[config.mk]
export PLATFORM = sky130hd
export DESIGN_NAME = avalon_s_arbiter
export DESIGN_NICKNAME = d
export VERILOG_FILES = /design/src/rtl/avalon_pkg.sv /design/src/rtl/avalon_s_rr_picker.sv /design/src/rtl/avalon_s_arbiter.sv
export SDC_FILE = /design/constraint.sdc
export NUM_CORES = 1
export LEC_CHECK = 0
export ABC_AREA = 1
export CAP_MARGIN = 0
export CORE_AREA = 4 4 159 161
export CTS_CLUSTER_SIZE = 25
export DETAILED_ROUTE_END_ITERATION = 10
export DIE_AREA = 0 0 163 165
export GPL_TIMING_DRIVEN = 0
export SKIP_LAST_GASP = 1
export SLEW_MARGIN = 20
export SYNTH_ARGS = -nofsm -noshare
export SYNTH_HDL_FRONTEND = slang
export SYNTH_SLANG_ARGS = --single-unit
[constraint.sdc]
create_clock -name clk -period 1.1 [get_ports clk]
set_input_delay 0.11 -clock clk [delete_from_list [all_inputs] [get_ports clk]]
set_output_delay 0.11 -clock clk [all_outputs]
set_load 0.005 [all_outputs]
[src/rtl/avalon_pkg.sv]
// Shared types for the Avalon-MM slave-port arbiter.
package avalon_pkg;

  typedef enum logic {ARB_IDLE, ARB_BUSY} arb_state_e;

endpackage

[src/rtl/avalon_s_rr_picker.sv]
// Combinational NH-way picker: first requester at or after i_start, wrapping modulo NH.
module avalon_s_rr_picker #(
  parameter int unsigned NH = 3,
  parameter int unsigned IW = $clog2(NH)
) (
  input  logic [NH-1:0] i_req,
  input  logic [IW-1:0] i_start,
  output logic [IW-1:0] o_winner,
  output logic          o_valid
);

  logic [NH-1:0] w_rot;
  int unsigned   w_pos;
  int unsigned   w_sum;

  // Rotate so that bit 0 of w_rot corresponds to host i_start.
  assign w_rot   = NH'({i_req, i_req} >> i_start);
  assign o_valid = |i_req;

  always_comb begin
    w_pos = 0;
    for (int k = NH - 1; k >= 0; k--) begin
      if (w_rot[k]) w_pos = k;
    end
    w_sum = int'(i_start) + w_pos;
    if (w_sum >= NH) w_sum = w_sum - NH;
    o_winner = IW'(w_sum);
  end

endmodule

[src/rtl/avalon_s_arbiter.sv]
// Shares one Avalon-MM simple-slave device among NH hosts, one transfer per grant.
// Define AVALON_ARB_ROUND_ROBIN_EN for round-robin; otherwise lowest index wins.
module avalon_s_arbiter
  import avalon_pkg::*;
#(
  parameter int unsigned NH = 3,
  parameter int unsigned AW = 32,
  parameter int unsigned DW = 32
) (
  input  logic                       clk,
  input  logic                       rst,
  input  logic [NH-1:0]              hosts_avn_read,
  input  logic [NH-1:0]              hosts_avn_write,
  input  logic [NH-1:0][AW-1:0]      hosts_avn_address,
  input  logic [NH-1:0][DW/8-1:0]    hosts_avn_byte_enable,
  input  logic [NH-1:0][DW-1:0]      hosts_avn_writedata,
  output logic [NH-1:0][DW-1:0]      hosts_avn_readdata,
  output logic [NH-1:0]              hosts_avn_waitrequest,
  output logic                       device_avn_read,
  output logic                       device_avn_write,
  output logic [AW-1:0]              device_avn_address,
  output logic [DW/8-1:0]            device_avn_byte_enable,
  output logic [DW-1:0]              device_avn_writedata,
  input  logic [DW-1:0]              device_avn_readdata,
  input  logic                       device_avn_waitrequest
);

  localparam int unsigned IW = $clog2(NH);

  arb_state_e    r_state;
  logic [IW-1:0] r_grant;
  logic [NH-1:0] w_req;
  logic [IW-1:0] w_start;
  logic [IW-1:0] w_winner;
  logic          w_valid;
  logic          w_busy;

  assign w_req  = hosts_avn_read | hosts_avn_write;
  assign w_busy = (r_state == ARB_BUSY);

`ifdef AVALON_ARB_ROUND_ROBIN_EN
  logic [IW-1:0] r_last_grant;

  assign w_start = (r_last_grant == IW'(NH - 1)) ? '0 : r_last_grant + IW'(1);
`else
  assign w_start = '0;
`endif

  avalon_s_rr_picker #(
    .NH (NH),
    .IW (IW)
  ) u_picker (
    .i_req    (w_req),
    .i_start  (w_start),
    .o_winner (w_winner),
    .o_valid  (w_valid)
  );

  always_ff @(posedge clk or negedge rst) begin
    if (!rst) begin
      r_state      <= ARB_IDLE;
      r_grant      <= '0;
`ifdef AVALON_ARB_ROUND_ROBIN_EN
      r_last_grant <= IW'(NH - 1);
`endif
    end else begin
      case (r_state)
        ARB_IDLE: begin
          if (w_valid) begin
            r_grant      <= w_winner;
`ifdef AVALON_ARB_ROUND_ROBIN_EN
            r_last_grant <= w_winner;
`endif
            r_state      <= ARB_BUSY;
          end
        end
        ARB_BUSY: begin
          // Either the transfer completed or the grantee abandoned its request.
          if (!w_req[r_grant] || !device_avn_waitrequest) r_state <= ARB_IDLE;
        end
        default: r_state <= ARB_IDLE;
      endcase
    end
  end

  always_comb begin
    device_avn_read        = w_busy & hosts_avn_read[r_grant];
    device_avn_write       = w_busy & hosts_avn_write[r_grant];
    device_avn_address     = hosts_avn_address[r_grant];
    device_avn_byte_enable = hosts_avn_byte_enable[r_grant];
    device_avn_writedata   = hosts_avn_writedata[r_grant];
    hosts_avn_waitrequest  = '1;
    if (w_busy) hosts_avn_waitrequest[r_grant] = device_avn_waitrequest;
  end

  assign hosts_avn_readdata = {NH{device_avn_readdata}};

endmodule

==> reports/qor.txt <==
Sw power: 5.18 mW
Initial antenna violation count: 1
Post-synthesis cell count: 442
Maxcap violations: 0
Int Power: 7.89 mW
Overall Power: 13.1 mW
Cell count after placement: 1147
Setup ws final: -669 ps
Initial Util: 9.24%
Flop2flop setup slack: -200 ps
CTS Buf Count: 3
Met3 wire length: 1.70 mm
Clk sinks: 3
Port buffer count: 381
Via Count: 4383
Final Slew Violations: 0
Gpl congestion: 0.763
Most common cell after layout, fill and taps aside: clkdlybuf4s50_1
CP max stage delay: 420 ps
Avg WL per Cell: 14.7 um
Slowest-stage cell, CP: dfrtp_2
Reg-to-Reg Start: r_grant[0]
GRT Overall Usage: 11.3%
# DRC: 0
HP Class: input port to asynchronous set/reset pin
Top Ports: 414
DIE HEIGHT: 165 um
Post-route ant nets: 0
Critical Path End Type: primary output
Sw frac: 39.6%
CP startpoint kind: flop
Max clock buf depth: 2
# fillers: 2547
Cell variety after synth: 13
Clk pwr share: 4.5%
Final setup TNS: -42750 ps
Reg area: 77.6 sq um
Share of layout cells above drive strength 1: 43.9%
ANT cells: 0
Met2 Routed Length: 9.61 mm
Insertion delay to the later sink of the worst-skew pair: 230 ps
Final Cycle Share: 161%
First-pass GRT wire length: 23.5 mm
Synth top area share: 38.8%
Max VDD drop: 0.656 mV
Hpwl dp: 13.8 mm
Setup violators final: 74
CTS tree: yes
Post-Syn Area per Cell: 5.01 sq um
Max frequency: 0.565 GHz
Commonest non-fill, non-tap cells in the layout: 308 x clkdlybuf4s50_1, 151 x nand2_1, 113 x buf_4, 58 x nand2_2, 48 x nand3_2
Syn Nets: 687
Hold slack: 63.5 ps
P per Cell Area: 1630 nW/um^2
FF+latch count, synth: 3
Met1 wire length: 6.17 mm
H-tree levels: 1
CTS clk-pin slew, worst paths: 30 ps
Iter 0 DRT Violations: 88
Die X: 163 um
Non-filler cells, final: 1212
Arr. time, crit path: 1660 ps
Final Hold Fails: 0
Area delta synth->final: 262%
Power share of the sequential group: 1.8%
Logic pwr share: 93.7%
Synth Cell Area: 2210 sq um
Leak: 3.83 nW
Total Routed Length: 17.8 mm
Sequential share of the synthesized area: 3.39%
Detailed Routing Iterations Pass 1: 4
Failing checks: negative setup slack
Worst rel slew slack: 79.8%
RSZ-0062 raised after global routing: true
CP most frequent cell: buf_12
Number of global-route vias before repair: 4479
Status: finished with violations
YS warnings: 0
Core Footprint: 24000 sq um
Crit-path cells: buf_4, nor2_4, buf_12, buf_12, buf_8, buf_6, nand2_2, nand3_2, nand2_1, inv_1, buf_2
Post-synth top area cell: nand2_1
Worst-path fanout max: 4
Root Buffer Master: clkbuf_16
# rows: 57
Worst R2R Path Depth: 9
Via-to-Cell Ratio: 3.62
Worst EP required: 990 ps
Area of the die: 26900 sq um
Layout Skew: 3.39 ps
Reg2reg end: r_state
CP Class: flop to primary output
Worst slew pin tran: 302 ps
Layout Nets: 1134
Hold_buf cts: 0
Top cells by area, synth: nand2_1 39%, buf_4 33%, nand3_1 17%
CP bufs+invs: 7
Period minus WS final: 1770 ps
Total congestion overflow: 0
Largest net degree at the start of global routing: 11
Max Used Layer: met5
Top delay family on crit path: buffers and inverters
Footprint of the multi-input gates: 1840 sq um
synthesized netlist by cell type:
master    instances
o21ai_0           1
dfrtp_1           3
nor2_1            2
buf_4            96
buf_1             1
nor2_2            1
nor2_4            2
nand2_1         229
inv_1            11
inv_2             2
clkbuf_1          4
buf_2            16
nand3_1          74
worst max path at each step:
stage | start | endpoint | slack (ps) | depth (start not counted)
global route | r_grant[0] | device_avn_address[9] | -740 | 8
finish | r_grant[0] | device_avn_write | -670 | 11
global placement | r_grant[1] | device_avn_writedata[27] | -1040 | 5
CTS | r_grant[0] | device_avn_writedata[25] | -640 | 7
floorplan | r_grant[1] | device_avn_write | 5 | 6
detailed placement | r_grant[1] | device_avn_writedata[27] | -1030 | 5
power groups by stage:
stage,registers (mW),logic [mW],clock network [mW]
after floorplan,0.227,3.00,0
after global placement,0.242,7.89,0
after detailed placement,0.245,7.88,0
after CTS,0.237,10.8,0.602
after global routing,0.239,13.2,0.603
final,0.233,12.2,0.592
cells by family (layout without fill, tap and decap cells):
kind of cell,after synthesis,in the layout,share of synthesized area (%)
compound gates,1,1,0.226
simple gates,308,308,57.2
buf+inv,130,576,39.2
flops,3,3,3.39
through the flow:
stage,util [%],setup WS (ps),instance area (sq um)
6_report,33.5,-669,8020
5_1_grt,33.5,-738,8020
4_1_cts,31.4,-635,7540
3_5_place_dp,26.9,-1030,6450
3_3_place_gp,26.9,-1040,6450
2_1_floorplan,-,5.08,2240
registers in the layout (all words and copies together), names as in the netlist:
register,flops
r_state,1
r_grant,2
area by class of cell:
type / instances / area share [%]
Multi-Input combinational cell: 309 / 22.9
Tap cell: 324 / 5.06
Sequential cell: 3 / 0.968
Clock buffer: 4 / 0.983
Buffer: 115 / 13.1
Inverter: 13 / 0.609
Timing Repair Buffer: 444 / 56.4
routing by layer:
metal	up-vias	global-route usage [%]
met1	1955	11.5
li1	2177	-
met2	233	22.2
met3	16	3.44
met5	-	0
met4	2	3.28
timing repair:
| item | CTS | global route |
|---|---|---|
| gates cloned | 9 | 4 |
| gates resized for setup | 396 | 173 |
| buffers inserted | 34 | 19 |
| pin swaps | 26 | 3 |
| endpoints found under the setup margin | 74 | 74 |
Note: power is estimated with default switching activity, not from simulation.
